### src/rtl/serial_subtractor.sv
// rtl/serial_subtractor.sv - bit-serial LSB-first subtractor/adder with one full cell and a 1-bit borrow/carry register
module serial_subtractor #(
    parameter int WIDTH = 8
) (
    input  logic             clk,
    input  logic             rst,
    input  logic             start,
    input  logic             mode,
    input  logic [WIDTH-1:0] A,
    input  logic [WIDTH-1:0] B,
    input  logic             Bin,
    output logic             busy,
    output logic             done,
    output logic [WIDTH-1:0] Diff,
    output logic             Bout,
    output logic             ovf,
    output logic             zero
);

    localparam int CNT_W = (WIDTH > 1) ? $clog2(WIDTH) : 1;
    localparam logic [CNT_W-1:0] LAST_IDX = CNT_W'(WIDTH - 1);

    typedef enum logic [1:0] {
        IDLE = 2'd0,
        RUN  = 2'd1,
        DONE = 2'd2
    } state_t;

    state_t           state_q, state_d;
    logic [WIDTH-1:0] a_sh_q, a_sh_d;
    logic [WIDTH-1:0] b_sh_q, b_sh_d;
    logic [WIDTH-1:0] acc_q, acc_d;
    logic [WIDTH-1:0] diff_q, diff_d;
    logic [CNT_W-1:0] idx_q, idx_d;
    logic             a_msb_q, a_msb_d;
    logic             b_msb_q, b_msb_d;
    logic             mode_q, mode_d;
    logic             c_q, c_d;
    logic             bout_q, bout_d;
    logic             ovf_q, ovf_d;
    logic             zero_q, zero_d;

    logic bit_a, bit_b, bit_s, bit_c, last_bit;

    // Single full-subtractor / full-adder cell fed by the operand shift registers
    always_comb begin
        bit_a    = a_sh_q[0];
        bit_b    = b_sh_q[0];
        bit_s    = bit_a ^ bit_b ^ c_q;
        bit_c    = mode_q ? ((bit_a & bit_b) | (c_q & (bit_a ^ bit_b)))
                          : ((~bit_a & bit_b) | (~(bit_a ^ bit_b) & c_q));
        last_bit = (idx_q == LAST_IDX);
    end

    always_ff @(posedge clk) begin
        if (rst) begin
            state_q <= IDLE;
        end else begin
            state_q <= state_d;
        end
    end

    always_comb begin
        state_d = state_q;
        case (state_q)
            IDLE:    if (start) state_d = RUN;
            RUN:     if (last_bit) state_d = DONE;
            DONE:    state_d = IDLE;
            default: state_d = IDLE;
        endcase
    end

    always_comb begin
        busy = (state_q != IDLE);
        done = (state_q == DONE);
        Diff = diff_q;
        Bout = bout_q;
        ovf  = ovf_q;
        zero = zero_q;
    end

    always_comb begin
        a_sh_d  = a_sh_q;
        b_sh_d  = b_sh_q;
        acc_d   = acc_q;
        diff_d  = diff_q;
        idx_d   = idx_q;
        a_msb_d = a_msb_q;
        b_msb_d = b_msb_q;
        mode_d  = mode_q;
        c_d     = c_q;
        bout_d  = bout_q;
        ovf_d   = ovf_q;
        zero_d  = zero_q;
        if (state_q == IDLE && start) begin
            a_sh_d  = A;
            b_sh_d  = B;
            a_msb_d = A[WIDTH-1];
            b_msb_d = B[WIDTH-1];
            mode_d  = mode;
            c_d     = Bin;
            idx_d   = '0;
            acc_d   = '0;
        end else if (state_q == RUN) begin
            a_sh_d = a_sh_q >> 1;
            b_sh_d = b_sh_q >> 1;
            c_d    = bit_c;
            idx_d  = idx_q + CNT_W'(1);
            // Result bits enter at the MSB so the word is aligned after WIDTH shifts
            acc_d  = (acc_q >> 1) | (WIDTH'(bit_s) << (WIDTH - 1));
            if (last_bit) begin
                idx_d  = '0;
                diff_d = acc_d;
                bout_d = bit_c;
                zero_d = (acc_d == '0);
                ovf_d  = mode_q ? ((a_msb_q == b_msb_q) && (acc_d[WIDTH-1] != a_msb_q))
                                : ((a_msb_q != b_msb_q) && (acc_d[WIDTH-1] != a_msb_q));
            end
        end
    end

    always_ff @(posedge clk) begin
        if (rst) begin
            a_sh_q  <= '0;
            b_sh_q  <= '0;
            acc_q   <= '0;
            diff_q  <= '0;
            idx_q   <= '0;
            a_msb_q <= 1'b0;
            b_msb_q <= 1'b0;
            mode_q  <= 1'b0;
            c_q     <= 1'b0;
            bout_q  <= 1'b0;
            ovf_q   <= 1'b0;
            zero_q  <= 1'b1;
        end else begin
            a_sh_q  <= a_sh_d;
            b_sh_q  <= b_sh_d;
            acc_q   <= acc_d;
            diff_q  <= diff_d;
            idx_q   <= idx_d;
            a_msb_q <= a_msb_d;
            b_msb_q <= b_msb_d;
            mode_q  <= mode_d;
            c_q     <= c_d;
            bout_q  <= bout_d;
            ovf_q   <= ovf_d;
            zero_q  <= zero_d;
        end
    end

endmodule
### config.mk
export PLATFORM = sky130hd
export DESIGN_NAME = serial_subtractor
export DESIGN_NICKNAME = d
export VERILOG_FILES = /design/src/rtl/serial_subtractor.sv
export SDC_FILE = /design/constraint.sdc
export NUM_CORES = 1
export LEC_CHECK = 0
export ABC_AREA = 1
export CAP_MARGIN = 20
export CORE_ASPECT_RATIO = 2
export CORE_MARGIN = 1
export CORE_UTILIZATION = 45
export CTS_CLUSTER_DIAMETER = 120
export CTS_CLUSTER_SIZE = 14
export DETAILED_ROUTE_END_ITERATION = 10
export GPL_ROUTABILITY_DRIVEN = 0
export GPL_TIMING_DRIVEN = 0
export PLACE_DENSITY = 0.68
export SYNTH_ARGS = -nofsm -noshare
export SYNTH_HDL_FRONTEND = slang
export SYNTH_SLANG_ARGS = --single-unit
### constraint.sdc
create_clock -name clk -period 2.5 [get_ports clk]
set_clock_uncertainty 0.1 [all_clocks]
set_input_delay 0.375 -clock clk [delete_from_list [all_inputs] [get_ports clk]]
set_output_delay 0.375 -clock clk [all_outputs]
set_load 0.005 [all_outputs]
==> run summary <==
Sequential cell area -> 861 um2
Design Area, Final -> 0.00225 mm2
Post-synth EDFFs -> 0
Met1 GRT Util -> 0.209
Antenna diodes -> 0
Antenna violations before repair -> 0
Vias per cell -> 4.91
Async set or reset register ratio after synthesis -> 0
Worst Setup Start Kind -> register
CTS sink cnt -> 43
Cts hold-fix bufs -> 0
Global route total overflow -> 0
Drc violations -> 0
CTS root buf -> clkbuf_8
Comb pwr share -> 0.102
Worst Hold Class -> reg -> reg
Global Route met3 Usage -> 0.0562
Sequential area share after synthesis -> 0.495
Total number of vias -> 1,570
Fmax -> 553 MHz
Total number of yosys warnings -> 0
Reg2reg start -> b_sh_q[0]
VDD IR max -> 0.476 mV
Mapped Cells -> 230
M2 GR Usage -> 0.370
Iteration-0 DRC Markers -> 33
P_int -> 1.10 mW
CP required -> 2.03 ns
Hold Path End -> idx_q[1]
Port Buffers -> 33
Synth area leader -> dfxtp_1
Yosys reg bits -> 43
Footprint of the multi-input gates -> 742 um2
Finish-stage setup viols -> 0
Max cap viols -> 0
Lkg Pwr -> 0.856 nW
ANT nets after route -> 0
Die Y -> 89.9 um
# Post-CTS Setup Buffers -> 0
CP endpoint kind -> output port
Period Utilization, post-route -> 0.723
Initial Utilization -> 0.477
Placed cell area -> 0.00213 mm2
Sw Pwr -> 335 uW
CTS tree -> built
Outcome -> finished clean
R2R setup slack -> 0.89 ns
Clock latency on the worst-skew pair -> 0.30 ns
Fillcell total -> 383
Hold Fails Final Rpt -> 0
Reg2Reg Depth -> 6
PD cells -> 638 mW/mm2
Share of layout cells above drive strength 1 -> 0.0849
HP Start -> idx_q[1]
Slew margin rel. -> 0.668
Sw Share -> 0.234
Routed WL per cell -> 12.0 um
Clk pwr share -> 0.390
Pre-antenna DRT Iters -> 4
Global routing's busiest layer -> met2
Hold WS -> 0.374 ns
Number of I/O pins -> 34
Placed insts -> 312
Top cell type's share of synthesized area -> 0.495
Critical Path AT -> 1.33 ns
Largest net degree at the start of global routing -> 14
First-pass GRT wire length -> 6350 um
Die area -> 0.00413 mm2
Area grow syn2layout -> 29.3%
Post-Layout Cell Count -> 320
Routed Wire Length -> 3850 um
CTS Buf Count -> 5
Ranking of synthesized cells by area -> dfxtp_1 50%, nand2_1 18%, a31oi_1 5.0%
Post-Route Setup TNS -> 0 ns
Reg2reg end -> ovf
Core area -> 0.00365 mm2
Mapped Avg Cell Area -> 7.56 um2
Number of global-route vias before repair -> 1,518
RSZ-0062 raised after global routing -> no
WHS Path Cells -> 2
Synth Flop Type -> dfxtp_1
HPWL after DPL -> 2860 um
Critical path class -> reg -> out
H-tree depth -> 2
Final min period -> 1.81 ns
Crit Path Max Fanout -> 5
Distinct cells, synth -> 19
Mapped Nets -> 255
Die Width -> 45.9 um
Least-Margin Pin Slew -> 0.499 ns
Seq pwr share -> 0.507
Nets -> 295
Post-synthesis cell area -> 0.00174 mm2
Max-slew violations -> 0
CTS max path bufs -> 2
Tot GR Track Use -> 0.213
Row count -> 31
Clock-pin slew on the worst setup and hold paths -> 0.08 ns
Post-CTS sizing -> 0
[area by class of cell]
cell class                      instances  area share
Buffer                                 10      0.0228
Clock buffer                            6      0.0367
Clock inverter                          2      0.0156
Inverter                               22      0.0373
Multi-Input combinational cell        155       0.330
Sequential cell                        43       0.383
Tap cell                               49      0.0273
Timing Repair Buffer                   33       0.147
[cell usage after synthesis (2+ instances only)]
cell,n
a21oi_1,16
a31oi_1,14
buf_2,5
buf_4,2
clkbuf_1,3
dfxtp_1,43
fa_1,2
ha_1,2
inv_1,17
inv_2,4
nand2_1,85
nand3_1,16
nor2_1,5
o21ai_0,11
[stage by stage]
step | power, mW | utilization | worst slack (ns)
floorplan | 0.826 | - | 1.08
detailed placement | 0.890 | 0.584 | 0.665
finish | 1.43 | 0.616 | 0.693
global placement | 0.890 | 0.584 | 0.661
global route | 1.49 | 0.616 | 0.616
CTS | 1.44 | 0.616 | 0.676
[critical path, cell delays in order, from the launching register on]
cell and delay (ns):
dfxtp_1 0.42, inv_2 0.06, nand2_1 0.06, clkdlybuf4s50_1 0.49
[how the worst max path moves through the flow]
stage / start / to / slack (ns)
floorplan: b_sh_q[0] / ovf / 1.08
global placement: start / a_sh_q[5] / 0.66
detailed placement: start / a_sh_q[5] / 0.67
CTS: state_q[0] / busy / 0.68
global route: state_q[0] / busy / 0.62
finish: state_q[0] / busy / 0.69
[power groups by stage]
stage	Clock (mW)	Combinational [mW]	Sequential [mW]
3_3_place_gp	0	0.147	0.743
6_report	0.560	0.147	0.727
4_1_cts	0.569	0.149	0.727
5_1_grt	0.597	0.166	0.731
3_5_place_dp	0	0.148	0.743
2_1_floorplan	0	0.0874	0.739
[layout by cell type (no fill, tap or decap)]
| cell type | count |
|---|---|
| dfxtp_1 | 43 |
| nand2_1 | 85 |
| clkinv_2 | 2 |
| o21ai_2 | 1 |
| clkdlybuf4s50_1 | 33 |
| clkbuf_8 | 6 |
| a31oi_1 | 14 |
| nor2_1 | 5 |
| a21oi_1 | 16 |
| a211oi_2 | 1 |
| buf_4 | 2 |
| fa_1 | 2 |
| clkbuf_1 | 3 |
| ha_1 | 2 |
| o21ai_0 | 11 |
| o21ai_1 | 1 |
| inv_1 | 17 |
| inv_2 | 4 |
| nand3_2 | 1 |
| bufinv_16 | 1 |
| nand3_1 | 16 |
| buf_2 | 5 |
[registers in the layout, summed over array words and instances, names as in the netlist]
register  cells
Bout          1
Diff          8
a_msb_q       1
a_sh_q        8
acc_q         7
b_msb_q       1
b_sh_q        8
c_q           1
idx_q         3
mode_q        1
ovf           1
state_q       2
zero          1
[cell families after synthesis]
logic type | count (synthesis) | synth area share
adders and majority gates | 4 | 0.0374
AOI/OAI and AO/OA | 44 | 0.143
buffers and inverters | 32 | 0.0777
and+or+nand+nor | 107 | 0.246
DFF | 43 | 0.495
[layer usage]
| metal | vias up | wire (um) |
|---|---|---|
| met3 | 9 | 141 |
| met4 | 0 | 131 |
| met2 | 31 | 2020 |
| met1 | 710 | 1550 |
| met5 | - | 0 |
| li1 | 820 | - |
(Power assumes the default switching activity.)
